`src/rtl/c2h_readback_packer_pkg.sv`:
```
// Shared constants and state encoding for the C2H readback packer.
package c2h_readback_packer_pkg;

   localparam int C2H_AXIS_W = 256;                    // C2H stream width
   localparam int C2H_WORD_W = 32;                     // ICAP word width
   localparam int C2H_LEN_W  = 16;                     // transfer length field width
   localparam int C2H_WPB    = C2H_AXIS_W / C2H_WORD_W; // words per beat
   localparam int C2H_KEEP_W = C2H_AXIS_W / 8;         // tkeep width

   typedef enum logic [1:0] {
      C2H_IDLE    = 2'd0,
      C2H_COLLECT = 2'd1,
      C2H_SEND    = 2'd2
   } c2h_state_t;

endpackage

```
`src/rtl/c2h_readback_packer.sv`:
```
// Packs 32-bit configuration readback words into 256-bit C2H AXI-Stream
// beats and frames each transfer with tlast. Words are collected into a
// pack register, then the beat is presented and held until accepted.
module c2h_readback_packer
   import c2h_readback_packer_pkg::*;
#(
   parameter int AXIS_DATA_WIDTH = C2H_AXIS_W,
   parameter int WORD_WIDTH      = C2H_WORD_W,
   parameter int LEN_WIDTH       = C2H_LEN_W
) (
   input  logic                         sys_clk,
   input  logic                         sys_resetn,
   input  logic                         start,
   input  logic [LEN_WIDTH-1:0]         length,
   input  logic                         abort,
   input  logic                         s_word_tvalid,
   output logic                         s_word_tready,
   input  logic [WORD_WIDTH-1:0]        s_word_tdata,
   output logic                         m_axis_tvalid,
   input  logic                         m_axis_tready,
   output logic [AXIS_DATA_WIDTH-1:0]   m_axis_tdata,
   output logic [AXIS_DATA_WIDTH/8-1:0] m_axis_tkeep,
   output logic                         m_axis_tlast,
   output logic                         busy,
   output logic                         done,
   output logic                         err_start_busy
);

   localparam int WPB    = AXIS_DATA_WIDTH / WORD_WIDTH;
   localparam int KEEP_W = AXIS_DATA_WIDTH / 8;
   localparam int BPW    = WORD_WIDTH / 8;
   localparam int LANE_W = $clog2(WPB) + 1;

   c2h_state_t                 state_r, state_nxt_s;
   logic [AXIS_DATA_WIDTH-1:0] pack_r, pack_nxt_s, merged_s;
   logic [LANE_W-1:0]          lane_r, lane_nxt_s;
   logic [LEN_WIDTH-1:0]       remaining_r, remaining_nxt_s;
   logic                       tvalid_r, tvalid_nxt_s;
   logic [AXIS_DATA_WIDTH-1:0] tdata_r, tdata_nxt_s;
   logic [KEEP_W-1:0]          tkeep_r, tkeep_nxt_s, keep_s;
   logic                       tlast_r, tlast_nxt_s;
   logic                       tready_r, busy_r, done_r, err_r;
   logic                       done_nxt_s, err_nxt_s;
   logic                       word_hs_s;

   assign word_hs_s = s_word_tvalid & tready_r;

   // Pack register with the incoming word dropped into the current lane, and keep mask for lane_r+1 filled lanes.
   always_comb begin
      merged_s = pack_r;
      merged_s[int'(lane_r[LANE_W-2:0]) * WORD_WIDTH +: WORD_WIDTH] = s_word_tdata;
      keep_s = '0;
      for (int i = 0; i < KEEP_W; i++) begin
         keep_s[i] = (i < (int'(lane_r) + 1) * BPW);
      end
   end

   // Next-state and datapath decisions; abort overrides everything.
   always_comb begin
      state_nxt_s     = state_r;
      pack_nxt_s      = pack_r;
      lane_nxt_s      = lane_r;
      remaining_nxt_s = remaining_r;
      tvalid_nxt_s    = tvalid_r;
      tdata_nxt_s     = tdata_r;
      tkeep_nxt_s     = tkeep_r;
      tlast_nxt_s     = tlast_r;
      done_nxt_s      = 1'b0;
      err_nxt_s       = 1'b0;
      if (abort) begin
         state_nxt_s     = C2H_IDLE;
         pack_nxt_s      = '0;
         lane_nxt_s      = '0;
         remaining_nxt_s = '0;
         tvalid_nxt_s    = 1'b0;
         tdata_nxt_s     = '0;
         tkeep_nxt_s     = '0;
         tlast_nxt_s     = 1'b0;
      end else begin
         case (state_r)
            C2H_IDLE: begin
               if (start) begin
                  if (length != '0) begin
                     state_nxt_s     = C2H_COLLECT;
                     remaining_nxt_s = length;
                     lane_nxt_s      = '0;
                     pack_nxt_s      = '0;
                  end else begin
                     done_nxt_s = 1'b1;
                  end
               end else begin
                  state_nxt_s = C2H_IDLE;
               end
            end
            C2H_COLLECT: begin
               err_nxt_s = start;
               if (word_hs_s) begin
                  pack_nxt_s      = merged_s;
                  lane_nxt_s      = lane_r + LANE_W'(1);
                  remaining_nxt_s = remaining_r - LEN_WIDTH'(1);
                  // The accepted word closes the beat when it fills the last lane or is the last word.
                  if ((lane_r == LANE_W'(WPB - 1)) || (remaining_r == LEN_WIDTH'(1))) begin
                     state_nxt_s  = C2H_SEND;
                     tvalid_nxt_s = 1'b1;
                     tdata_nxt_s  = merged_s;
                     tkeep_nxt_s  = keep_s;
                     tlast_nxt_s  = (remaining_r == LEN_WIDTH'(1));
                  end else begin
                     state_nxt_s = C2H_COLLECT;
                  end
               end else begin
                  state_nxt_s = C2H_COLLECT;
               end
            end
            C2H_SEND: begin
               err_nxt_s = start;
               if (m_axis_tready) begin
                  tvalid_nxt_s = 1'b0;
                  tdata_nxt_s  = '0;
                  tkeep_nxt_s  = '0;
                  tlast_nxt_s  = 1'b0;
                  lane_nxt_s   = '0;
                  pack_nxt_s   = '0;
                  if (tlast_r) begin
                     state_nxt_s = C2H_IDLE;
                     done_nxt_s  = 1'b1;
                  end else begin
                     state_nxt_s = C2H_COLLECT;
                  end
               end else begin
                  state_nxt_s = C2H_SEND;
               end
            end
            default: begin
               state_nxt_s  = C2H_IDLE;
               tvalid_nxt_s = 1'b0;
            end
         endcase
      end
   end

   // State register.
   always_ff @(posedge sys_clk or negedge sys_resetn) begin
      if (!sys_resetn) begin
         state_r <= C2H_IDLE;
      end else begin
         state_r <= state_nxt_s;
      end
   end

   // Datapath and registered outputs.
   always_ff @(posedge sys_clk or negedge sys_resetn) begin
      if (!sys_resetn) begin
         pack_r      <= '0;
         lane_r      <= '0;
         remaining_r <= '0;
         tvalid_r    <= 1'b0;
         tdata_r     <= '0;
         tkeep_r     <= '0;
         tlast_r     <= 1'b0;
         tready_r    <= 1'b0;
         busy_r      <= 1'b0;
         done_r      <= 1'b0;
         err_r       <= 1'b0;
      end else begin
         pack_r      <= pack_nxt_s;
         lane_r      <= lane_nxt_s;
         remaining_r <= remaining_nxt_s;
         tvalid_r    <= tvalid_nxt_s;
         tdata_r     <= tdata_nxt_s;
         tkeep_r     <= tkeep_nxt_s;
         tlast_r     <= tlast_nxt_s;
         tready_r    <= (state_nxt_s == C2H_COLLECT);
         busy_r      <= (state_nxt_s != C2H_IDLE);
         done_r      <= done_nxt_s;
         err_r       <= err_nxt_s;
      end
   end

   assign s_word_tready  = tready_r;
   assign m_axis_tvalid  = tvalid_r;
   assign m_axis_tdata   = tdata_r;
   assign m_axis_tkeep   = tkeep_r;
   assign m_axis_tlast   = tlast_r;
   assign busy           = busy_r;
   assign done           = done_r;
   assign err_start_busy = err_r;

endmodule

```
`config.mk`:
```
export PLATFORM = sky130hd
export DESIGN_NAME = c2h_readback_packer
export DESIGN_NICKNAME = d
export VERILOG_FILES = /design/src/rtl/c2h_readback_packer_pkg.sv /design/src/rtl/c2h_readback_packer.sv
export SDC_FILE = /design/constraint.sdc
export NUM_CORES = 1
export LEC_CHECK = 0
export CAP_MARGIN = 40
export CELL_PAD_IN_SITES_DETAIL_PLACEMENT = 1
export CELL_PAD_IN_SITES_GLOBAL_PLACEMENT = 1
export CORE_MARGIN = 4
export CORE_UTILIZATION = 48
export DETAILED_ROUTE_END_ITERATION = 10
export PLACE_DENSITY = 0.91
export SLEW_MARGIN = 25
export SYNTH_ARGS = -nofsm -noshare
export SYNTH_HDL_FRONTEND = slang
export SYNTH_SLANG_ARGS = --single-unit
```
`constraint.sdc`:
```
create_clock -name sys_clk -period 4.5 [get_ports sys_clk]
set_input_delay 0.45 -clock sys_clk [delete_from_list [all_inputs] [get_ports sys_clk]]
set_output_delay 0.45 -clock sys_clk [all_outputs]
set_load 0.01 [all_outputs]
```
==> impl_metrics.yaml <==
timing:
  max_slew_margin: 0.4168
  fin_crit_ps: 3536
  drv_slew: 0
  finalCritPeriodShare: 0.7859
  fin_skew_ps: 25.68
  setup_tns_ps: 0
  max_freq_mhz: 282.8
  worst_pin_slew_ps: 872.0
  final_hold_viol_count: 0
  rsz0062_at_grt: "no"
  setup_viol: 0
global_route:
  grt_pass1_vias: 18740
  grt_overflow: 0
  antenna_found_initial: 0
  grt_start_max_net_pins: 136
  grt_first_pass_wirelength_mm: 121.5
  grt_use_total: 0.2942
cells_and_area:
  n_antenna_cell: 0
  final_nets: 2074
  area_growth_pct: 24.27
  drive_above_1_share: 0.08861
  finish.instance_area_mm2: 0.02926
clock_network:
  cts_buffer_depth: 3
  insertion_delay_ps: 610
  clkTransAtPathRegs_ps: 70
  htree_levels: 2
  cts.sinks: 548
  cts_root_buf: "clkbuf_16"
  cts_tree: "done"
  cts.repair.resized: 0
  cts_made_buffers: 55
logic_synthesis:
  synthCells: 1767
  synthXorXnorAreaFrac: 0.003720
  yosysWarnings: 0
  yosys.area.top_type: "dfrtp_1"
  synth-edff-count: 0
  syn-num-nets: 1832
  muxShareOfSynthArea: 0.1101
  synth_top_family_by_area: "compound AO/OA/AOI/OAI gates"
  ys_seq_area_frac: 0.5825
  synth_cell_type_count: 62
  netlist.area_leader.share: 0.5825
  synth_seq_cells: 548
  synthSimpleGateAreaFrac: 0.03215
  ys_top_cells_by_area: "dfrtp_1 58%, mux2i_1 11%, a22o_1 9.8%"
  synthAdderAreaFrac: 0.005846
  syn_area_per_cell_um2: 13.32
  synth-compound-area-share: 0.2144
  async_flop_share: 1.000
  synth_area_mm2: 0.02354
  synth_ff_type: "dfrtp_1"
setup_path:
  crit_type: "reg2reg"
  cp_slowest_stage_delay_ps: 610
  start_kind: "register"
  crit_path_end_kind: "register"
  critPathRequiredTime_ps: 5020
  cp.arrival_ps: 4060
  critPathMaxFanout: 20
  crit_chain: "inv_2 > ha_1 > ha_1 > nand3b_1 > buf_4 > nand2_1 > a21oi_4 > buf_4 > a22o_1"
  worst_path_max_delay_cell: "dfrtp_1"
floorplanning:
  core_mm2: 0.04815
  floorplan.initialDensity: 0.4890
  placementRows: 80
  fp.dieH_um: 229.5
  die_area_mm2: 0.05265
  io_pins: 348
  die_w_um: 229.5
detailed_routing:
  routed-via-count: 17430
  viasPerCell: 6.432
  ant_nets: 0
  post_drt_wl_per_cell_um: 29.29
  drt_iter0_drc: 1532
  drc_errors: 0
  first_pass_iters: 7
  finalWirelength_mm: 79.39
power_and_ir_drop:
  power.density_mw_per_mm2: 366.4
  ir_drop_uv: 251.6
  leakagePower_nw: 13.20
place:
  gp_congestion: 0.8314
  post-dp-hpwl_mm: 48.44
  portBuffers: 347
  place_area_mm2: 0.02728
status:
  status: "completed"
job:
  max-cap-violations: 0
min_path:
  hp-class: "in2async"
-- timing repair --
action / CTS / global route
buffers inserted: 0 / 0
hold endpoints to repair: 84 / 0
hold buffers: 1 / 0
-- cell usage after synthesis (7+ instances only) --
cell / instances
clkbuf_1: 57
buf_2: 98
o2bb2ai_1: 264
inv_1: 11
nor3_1: 7
buf_6: 18
a21oi_1: 15
buf_4: 29
and3_1: 7
nand2_1: 20
ha_1: 11
nand3_1: 11
nand2b_1: 7
a21oi_2: 8
xor2_1: 10
nor2_1: 32
buf_1: 8
mux2i_1: 259
a22o_1: 264
dfrtp_1: 548
-- cell usage in the layout, fill, tap and decap left out, types with 5 or more instances in the layout --
cell type,instances
nor2_1,32
clkbuf_16,57
buf_12,9
mux2i_1,259
buf_8,5
nor4_1,6
a21oi_4,9
dfrtp_1,548
clkdlybuf4s50_1,346
clkinv_2,16
buf_4,28
nand2_1,20
ha_1,11
clkinvlp_4,5
nor3_4,5
o2bb2ai_1,264
nand4_1,6
a22o_1,264
nor3_1,7
a21oi_1,13
nand3_1,10
nand2b_1,7
xor2_1,10
clkbuf_8,14
inv_1,11
-- final cells by class --
type / instances / area, um2
inverters: 14 / 52.55
well taps: 656 / 820.8
clock inverters: 27 / 236.5
flip-flops and latches: 548 / 13710
fillers: 4541 / 18890
multi-input cells: 995 / 8750
clock buffers: 75 / 1634
repair buffers: 395 / 4049
-- final timing paths --
path / start / cells past startpoint / end / slack, ps
setup / recovery: lane_r[0] / 9 / pack_r[199] / 960
hold / removal: sys_resetn / 2 / m_axis_tdata[218] / 490
setup reg to reg: lane_r[0] / 9 / pack_r[199] / 960
hold reg to reg: m_axis_tdata[216] / 1 / m_axis_tdata[216] / 490
max in group asynchronous: sys_resetn / 3 / m_axis_tdata[71] / 2860
min in group sys_clk: m_axis_tdata[216] / 1 / m_axis_tdata[216] / 490
-- worst max-delay path, delay by kind of cell, from the launching register on --
family / cells / cell delay, ps
flip-flops: 1 / 610
AO/OA/AOI/OAI: 2 / 760
adder cells (fa/ha/maj): 2 / 830
buffers and inverters: 3 / 890
AND/OR/NAND/NOR: 2 / 330
-- power by group --
part	total (mW)	switching (mW)	internal [mW]
registers	5.01	0.0450	4.96
logic	0.964	0.686	0.279
clock network	4.74	2.02	2.72
-- state kept, by name, summed over array words and instances, names as in the netlist --
register and count:
m_axis_tvalid 1, remaining_r 16, lane_r 4, m_axis_tdata 256
m_axis_tkeep 8, state_r 2, m_axis_tlast 1, err_start_busy 1
busy 1, pack_r 256, done 1, s_word_tready 1
-- metal layers --
metal	track usage	part of all wire	vias up
met2	0.4910	0.49	758
met1	0.3969	0.42	9337
li1	-	-	7196
met5	0	0	-
met4	0.09338	0.031	0
met3	0.04784	0.062	140
-- stage by stage --
stage                     utilization  power (mW)  std cells  hold WS (ps)  setup slack [ps]
after floorplan                     -       5.621       1767         154.4              2080
after global placement         0.5650       5.995       2597         472.0              1169
after detailed placement       0.5666       6.045       2601         472.6              1025
after CTS                      0.6057       10.75       2704         487.8             958.6
after global routing           0.6076       11.05       2710         501.3             822.3
final                          0.6076       10.72       2710         486.7             963.6
-- cells by family after synthesis --
kind of cell | Yosys count
AOI/OAI and AO/OA | 586
DFF | 548
muxes | 259
buffers and inverters | 224
and+or+nand+nor | 129
adders and majority gates | 11
xor gates and xnor gates | 10
No activity file was read; power rests on OpenSTA's default activity.
